===== src/rtl/score_display.sv =====
// Score overlay renderer.
// Latches the game score once per frame, tracks the session high score and
// draws both as 4-digit 7-segment fields. pixel_on trails hpos/vpos by two
// clk cycles: stage 1 locates the pixel inside a digit box, stage 2 resolves
// which segment it falls on.
module score_display #(
  parameter int SCORE_X     = 560,
  parameter int SCORE_Y     = 16,
  parameter int HI_X        = 460,
  parameter int HI_Y        = 16,
  parameter int DIGIT_PITCH = 20
) (
  input  logic        clk,
  input  logic        rst_n,
  input  logic        game_tick,
  input  logic [15:0] score,
  input  logic [9:0]  hpos,
  input  logic [9:0]  vpos,
  input  logic        video_active,
  output logic        pixel_on,
  output logic [15:0] hi_score
);

  // Result of locating one pixel inside one field.
  typedef struct packed {
    logic       hit;
    logic [3:0] dig;
    logic [3:0] lx;
    logic [4:0] ly;
  } loc_t;

  logic [15:0] disp_score;

  loc_t loc_sc, loc_hi;
  loc_t s1_sc, s1_hi;
  logic s1_active;

  // Replace suppressed leading zeros with code 15, which decodes to blank.
  // Digit 0 is never suppressed.
  function automatic logic [15:0] blank_lz(input logic [15:0] v);
    logic [15:0] r;
    logic        z3, z2, z1;
    r  = v;
    z3 = (v[15:12] == 4'd0);
    z2 = z3 && (v[11:8] == 4'd0);
    z1 = z2 && (v[7:4] == 4'd0);
    if (z3) r[15:12] = 4'hF;
    if (z2) r[11:8]  = 4'hF;
    if (z1) r[7:4]   = 4'hF;
    return r;
  endfunction

  // Find which digit box of a field (origin fx,fy) the pixel lies in, if any.
  function automatic loc_t locate(input logic [9:0] x, input logic [9:0] y,
                                  input int fx, input int fy,
                                  input logic [15:0] digs);
    loc_t r;
    int   xi, yi, x0;
    r  = '0;
    xi = int'(x);
    yi = int'(y);
    if (yi >= fy && yi <= fy + 23) begin
      for (int k = 0; k < 4; k++) begin
        x0 = fx + (3 - k) * DIGIT_PITCH;
        if (xi >= x0 && xi <= x0 + 15) begin
          r.hit = 1'b1;
          r.dig = digs[4*k +: 4];
          r.lx  = 4'(xi - x0);
          r.ly  = 5'(yi - fy);
        end
      end
    end
    return r;
  endfunction

  // Segment lookup for a digit at local coordinates; codes 10..15 are blank.
  function automatic logic seg_hit(input logic [3:0] dig, input logic [3:0] lx,
                                   input logic [4:0] ly);
    logic [6:0] s;  // {a,b,c,d,e,f,g}
    logic       mid_x, left_x, right_x;
    case (dig)
      4'd0:    s = 7'b1111110;
      4'd1:    s = 7'b0110000;
      4'd2:    s = 7'b1101101;
      4'd3:    s = 7'b1111001;
      4'd4:    s = 7'b0110011;
      4'd5:    s = 7'b1011011;
      4'd6:    s = 7'b1011111;
      4'd7:    s = 7'b1110000;
      4'd8:    s = 7'b1111111;
      4'd9:    s = 7'b1111011;
      default: s = 7'b0000000;
    endcase
    mid_x   = (lx >= 4'd2) && (lx <= 4'd13);
    left_x  = (lx <= 4'd2);
    right_x = (lx >= 4'd13);
    return (s[6] && mid_x   && (ly <= 5'd2))
         | (s[5] && right_x && (ly >= 5'd2)  && (ly <= 5'd11))
         | (s[4] && right_x && (ly >= 5'd12) && (ly <= 5'd21))
         | (s[3] && mid_x   && (ly >= 5'd21) && (ly <= 5'd23))
         | (s[2] && left_x  && (ly >= 5'd12) && (ly <= 5'd21))
         | (s[1] && left_x  && (ly >= 5'd2)  && (ly <= 5'd11))
         | (s[0] && mid_x   && (ly >= 5'd10) && (ly <= 5'd12));
  endfunction

  // Frame capture of the displayed score and running high score.
  always_ff @(posedge clk) begin
    if (!rst_n) begin
      disp_score <= '0;
      hi_score   <= '0;
    end else if (game_tick) begin
      disp_score <= score;
      if (score > hi_score) hi_score <= score;
    end
  end

  // Locate the current pixel in both fields.
  always_comb begin
    loc_sc = locate(hpos, vpos, SCORE_X, SCORE_Y, blank_lz(disp_score));
    loc_hi = locate(hpos, vpos, HI_X, HI_Y, blank_lz(hi_score));
  end

  // Stage 1: register box position, digit code and active flag per field.
  always_ff @(posedge clk) begin
    if (!rst_n) begin
      s1_sc     <= '0;
      s1_hi     <= '0;
      s1_active <= 1'b0;
    end else begin
      s1_sc     <= loc_sc;
      s1_hi     <= loc_hi;
      s1_active <= video_active;
    end
  end

  // Stage 2: segment hit; overlapping fields simply OR together.
  always_ff @(posedge clk) begin
    if (!rst_n) begin
      pixel_on <= 1'b0;
    end else begin
      pixel_on <= s1_active &&
                  ((s1_sc.hit && seg_hit(s1_sc.dig, s1_sc.lx, s1_sc.ly)) ||
                   (s1_hi.hit && seg_hit(s1_hi.dig, s1_hi.lx, s1_hi.ly)));
    end
  end

endmodule


===== config.mk =====
export PLATFORM = sky130hd
export DESIGN_NAME = score_display
export DESIGN_NICKNAME = d
export VERILOG_FILES = /design/src/rtl/score_display.sv
export SDC_FILE = /design/constraint.sdc
export NUM_CORES = 1
export LEC_CHECK = 0
export CORE_MARGIN = 8
export CORE_UTILIZATION = 60
export DETAILED_ROUTE_END_ITERATION = 12
export PLACE_DENSITY_LB_ADDON = 0.08
export SYNTH_ARGS = -nofsm -noshare
export SYNTH_HDL_FRONTEND = slang
export SYNTH_SLANG_ARGS = --single-unit

===== constraint.sdc =====
create_clock -name clk -period 6.2 [get_ports clk]
set_input_delay 1.24 -clock clk [delete_from_list [all_inputs] [get_ports clk]]
set_output_delay 1.24 -clock clk [all_outputs]
set_load 0.02 [all_outputs]

==> results.toml, run 1 <==
[final_layout]
n_fill_cell = 516
regArea_um2 = 1361
area_delta_synth_final_pct = 19.11
drive_above_1_share = 0.06285
nets = 612
layout_common_cells = "68 x dfxtp_1, 60 x nand2_1, 56 x clkdlybuf4s50_1, 33 x mux2i_1, 33 x ha_1"
layout_commonest_cell = "dfxtp_1"
multi_input_area_um2 = 2629
antenna_cells = 0
final_cell_area_um2 = 4952

[synth]
ys_ff_latch = 68
async_flop_share = 0
synth_cells = 486
synth_top_flop_cell = "dfxtp_1"
synth-edff-count = 0
synth_warnings = 0
ys_types = 67
syn_nets = 559
ys_seq_area_frac = 0.3274
synth.avg_cell_area_um2 = 8.555
netlist_area_um2 = 4158

[power_and_ir_drop]
switchingPower_w = 0.0002696
power_frac_clock = 0.344
intPower_w = 0.0007266
power.density_nw_per_um2 = 201.2
switching_share = 0.2707
power.leakage_nw = 1.949
peakVddDrop_mv = 0.1295
pwr-share-comb = 0.183
seqPwrFrac = 0.473

[placed_design]
hpwl_mm = 8.316
io_buffers = 56
post_dp_cell_area_um2 = 4775
dp_slack_ns = 1.695
globalplace.congestion = 0.9266

[routing]
ant_nets = 0
drt_drc_violations_left = 0
drt_pre_antenna_iters = 5
drt-initial-drc-count = 255
wl_per_cell_um = 17.43
avgViaCountPerCell = 6.196
dr_total_vias = 3848
drt-total-wl_mm = 10.82

[clock_tree]
cts-htree-levels = 3
cts_resized = 0
clockBufferDepth = 2
clock-sinks = 68
clk_latency_ns = 0.34
cts_inserted_buffers = 9
cts-root-buf = "clkbuf_8"
cts_tree = "done"
cts_hold_buf = 0
path_clk_slew_ns = 0.06
post_cts_buffers = 0

[timing]
setup_tns_ns = 0
rsz0062_at_grt = "no"
fin_crit_sh = 0.6826
period_needed_ns = 4.232
setup_ws_ns = 1.968
worst_pin_slew_ns = 1.201
slew_violations = 0
hold_viol = 0
whs_ns = 0.4234
fmax_mhz = 236.3
slew_headroom = 0.1990
setup_viol = 0
skew_ns = 0.007691

[global_routing]
grt-ovfl-total = 0
use_met1 = 0.2461
first_global_vias = 3879
grt_use_total = 0.2210
grtUsageMet3 = 0.04190
grt.met2_usage = 0.3864
antenna_found_initial = 0
grt_busiest_layer = "met2"
grt_pass1_wl_mm = 17.77
grt_max_degree = 53

[critical_path]
cp-start-kind = "input pin"
path_max_fanout = 11
reg2reg_depth = 9
critPathLaunch = "hpos[3]"
arrival_ns = 4.50
rr_startpoint = "hi_score[9]"
required_ns = 6.47
rrSetupSlack_ns = 3.19
path_class = "input pin to register"
r2r_end = "hi_score[3]"
crit_path_end_kind = "register"

[die]
die_width_um = 99.25
die-area_um2 = 9850
initial_core_util = 0.6154
ioPinCount = 57
chipHeight_um = 99.25
rows = 30
core_um2 = 6756

[outcome]
status = "completed"

[worst_hold_path]
min_path_type = "register to register"

[run]
maxCapViolations = 0
## cells in the mapped netlist, types with 3 or more instances
cell       number  share of area
a211oi_1        7          0.013
nand4b_1        3         0.0063
nand2_1        60          0.054
nor4_1          7          0.011
o221ai_1        4         0.0084
o21ai_1         5         0.0060
o211ai_1        3         0.0054
a21oi_1        20          0.024
a31oi_1         8          0.012
or3_1           5         0.0075
inv_1          29          0.026
ha_1           33          0.099
and3_1          3         0.0045
nor2b_1        24          0.036
mux2i_1        33          0.079
nand3_1         9          0.011
or2_2           3         0.0045
a2111oi_0       3         0.0063
nand4_1         3         0.0045
o21ai_0        13          0.016
dfxtp_1        68           0.33
nor2_1         19          0.017
clkbuf_1       14          0.013
o22ai_1         9          0.014
nor3_1         13          0.016
nand2b_1        8          0.012
a221oi_1        3         0.0063
o21a_1          4         0.0072
o31ai_1         5         0.0090
and2_1         18          0.027
## power by group through the flow
| stage | Clock [W] | Combinational, W | Sequential, W |
|---|---|---|---|
| floorplan | 0 | 0.0000972 | 0.000484 |
| global placement | 0 | 0.000173 | 0.000481 |
| detailed placement | 0 | 0.000178 | 0.000480 |
| CTS | 0.000352 | 0.000181 | 0.000471 |
| global route | 0.000367 | 0.000199 | 0.000473 |
| finish | 0.000342 | 0.000182 | 0.000472 |
## routing by layer
layer / share of wire / up-vias
li1: - / 1880
met1: 0.44 / 1810
met2: 0.48 / 125
met3: 0.047 / 33
met4: 0.036 / 0
met5: 0 / -
## per-stage QoR
stage	util	total power, W	std cells
final	0.7330	0.0009962	621
after global placement	0.7067	0.0006540	608
after floorplan	-	0.0005816	486
after global routing	0.7330	0.001038	621
after detailed placement	0.7067	0.0006585	608
after CTS	0.7330	0.001003	621
## worst min-delay path by stage
stage,to,startpoint,depth (start not counted),slack [ns]
global route,pixel_on,s1_active,2,0.44
floorplan,pixel_on,s1_active,2,0.41
global placement,pixel_on,s1_active,2,0.41
detailed placement,pixel_on,s1_active,2,0.42
CTS,pixel_on,s1_active,2,0.43
finish,pixel_on,s1_active,2,0.42
## kinds of logic (layout without fill, tap and decap cells)
| kind of cell | Yosys count | count (layout) | synth area share |
|---|---|---|---|
| compound gates | 112 | 112 | 0.1941 |
| fa+ha+maj | 33 | 33 | 0.09931 |
| flops | 68 | 68 | 0.3274 |
| simple gates | 191 | 191 | 0.2480 |
| mux | 35 | 35 | 0.08577 |
| buf+inv | 45 | 100 | 0.04123 |
| xor+xnor | 2 | 2 | 0.004214 |
## worst max-delay path, cell delays in order
cell	delay (ns)
clkdlybuf4s50_1	0.58
inv_1	0.19
ha_1	0.19
or3b_2	0.48
a211o_1	0.35
nand2_1	0.13
o311ai_0	0.17
a21oi_1	0.45
inv_1	0.13
ha_1	0.23
nor2b_1	0.13
o21ai_1	0.10
o21ai_1	0.11
## cell type report
cell class / instances / area share
Inverter: 29 / 0.02198
Timing Repair Buffer: 58 / 0.1162
Clock inverter: 3 / 0.008085
Clock buffer: 10 / 0.02779
Tap cell: 80 / 0.02021
Sequential cell: 68 / 0.2749
Multi-Input combinational cell: 373 / 0.5308
Power figures use the tool's default switching activity.
==> run 2: changes to the inputs <==
- CORE_UTILIZATION: 60 -> 50
- clock period: 6.2 -> 3.8 ns (I/O delays scaled with it)
==> run 2 against run 1 <==
Effect of this change: critical path depth is 2 lower; worst hold slack is essentially flat; final cell count rose by 6.6%; non-clock buffer count up 13; first-iteration DRC count is 22% lower; sequential power is 63% higher; power up 81%; sequential share of layout area decreased by 1.0 points; routed wire length grew 3.6%; count of clock-buffer cells in the layout unchanged; global-route usage fell by 2.1 points; critical path type unchanged.
==> results.toml, run 2 (synthesis results as in run 1) <==
[outcome]
status = "completed"

[timing]
fin_crit_sh = 0.9273
setup_tns_ns = 0
setup_viol = 0
whs_ns = 0.4235
fmax_mhz = 283.8
period_needed_ns = 3.524
worst_pin_slew_ns = 0.7306
hold_viol = 0
slew_headroom = 0.5084
slew_violations = 0
skew_ns = 0.01080
rsz0062_at_grt = "no"

[critical_path]
slowest_delay_ns = 0.61
path_class = "input pin to register"
worst-path-stages = 11
cp-start-kind = "input pin"
crit_family = "compound AO/OA/AOI/OAI gates"
rrSetupSlack_ns = 1.21
arrival_ns = 3.77
reg2reg_depth = 9
required_ns = 4.04
worstPathCellList = "clkdlybuf4s50_1 > ha_1 > or3b_2 > a211oi_1 > a21oi_1 > a311oi_1 > nand2b_1 > ha_1 > nor2b_1 > o21ai_1 > o21ai_1"
crit_path_end_kind = "register"
crit_path_top_delay_cell = "clkdlybuf4s50_1"
path_max_fanout = 5
worst-path-buf-inv = 1

[worst_hold_path]
min_path_type = "register to register"
hold_depth = 2

[clock_tree]
clockBufferDepth = 2
cts_resized = 0
clk_latency_ns = 0.35
path_clk_slew_ns = 0.08
cts-root-buf = "clkbuf_8"
cts-htree-levels = 3
cts_hold_buf = 0
clock-sinks = 68
cts_inserted_buffers = 9
cts_tree = "done"
post_cts_buffers = 0

[final_layout]
antenna_cells = 0
final_cell_area_um2 = 5144
utilization = 0.6324
area_delta_synth_final_pct = 23.71
nets = 625
layout_commonest_cell = "dfxtp_1"
layout_common_cells = "68 x dfxtp_1, 60 x nand2_1, 56 x clkdlybuf4s50_1, 33 x mux2i_1, 33 x ha_1"
drive_above_1_share = 0.08797

[die]
ioPinCount = 57
initial_core_util = 0.5112
die-area_um2 = 11490
rows = 33
die_width_um = 107.2
core_um2 = 8134
chipHeight_um = 107.2

[routing]
highest_layer = "met4"
met2WireLength_mm = 5.390
avgViaCountPerCell = 5.766
drt-total-wl_mm = 11.21
drt_drc_violations_left = 0
wl_per_cell_um = 16.93
dr_total_vias = 3817
drt-initial-drc-count = 199
wl_met1_mm = 4.894
ant_nets = 0
route.met3.wl_um = 593
drt_pre_antenna_iters = 4

[run]
maxCapViolations = 0

[placed_design]
globalplace.congestion = 0.9086
post_dp_cell_area_um2 = 4903
hpwl_mm = 8.674
io_buffers = 56

[global_routing]
first_global_vias = 3803
grt_use_total = 0.1998
grt_max_degree = 51
antenna_found_initial = 0
grt-ovfl-total = 0
grt_pass1_wl_mm = 18.45

[power_and_ir_drop]
power.leakage_nw = 2.039
total_power_w = 0.001798
peakVddDrop_mv = 0.2096
power.density_nw_per_um2 = 349.6
-- run 2: changes by cell type in the layout (fill, tap and decap cells not counted) --
cell,before,now
clkinv_4,0,2
clkbuf_1,0,1
clkinv_2,2,1
clkbuf_8,10,9
bufinv_16,1,3
buf_4,2,15
-- run 2: where the power goes --
group	internal (W)	switching, W	leakage, nW
registers	0.000737	0.0000310	0.554
clock network	0.000437	0.000290	0.120
logic	0.000146	0.000157	1.36
total	0.00132	0.000478	2.04
-- run 2: cell type report --
cell class              count  area (um^2)
flip-flops and latches     68         1361
well taps                 105        131.4
clock inverters             6        112.6
multi-input cells         373         2629
clock buffers              10        127.6
repair buffers             71        673.1
inverters                  29        108.9
fillers                   704         2990
-- run 2: layer usage --
metal / up-vias / global-route usage
met5: - / 0
met4: 0 / 0.09548
met3: 32 / 0.04559
met2: 125 / 0.3420
met1: 1757 / 0.2296
li1: 1903 / -
-- run 2: worst paths after layout --
check | from | to
max | hpos[2] | register
min reg2reg | s1_active | pixel_on
max reg2reg | disp_score[13] | register
min | s1_active | pixel_on
-- run 2: worst register-to-register path: cells and delay by family, from the launching register on --
family	cells	cell delay [ns]
buffers and inverters	1	0.19
flip-flops	1	0.33
adder cells (fa/ha/maj)	1	0.17
AO/OA/AOI/OAI	3	0.55
AND/OR/NAND/NOR	4	1.21
-- run 2: metrics by stage --
stage / instances / setup WS, ns
after CTS: 662 / 0.3357
after global routing: 662 / 0.01007
after detailed placement: 646 / -0.03211
after floorplan: 486 / 0.5709
final: 662 / 0.2763
after global placement: 646 / 0.08528
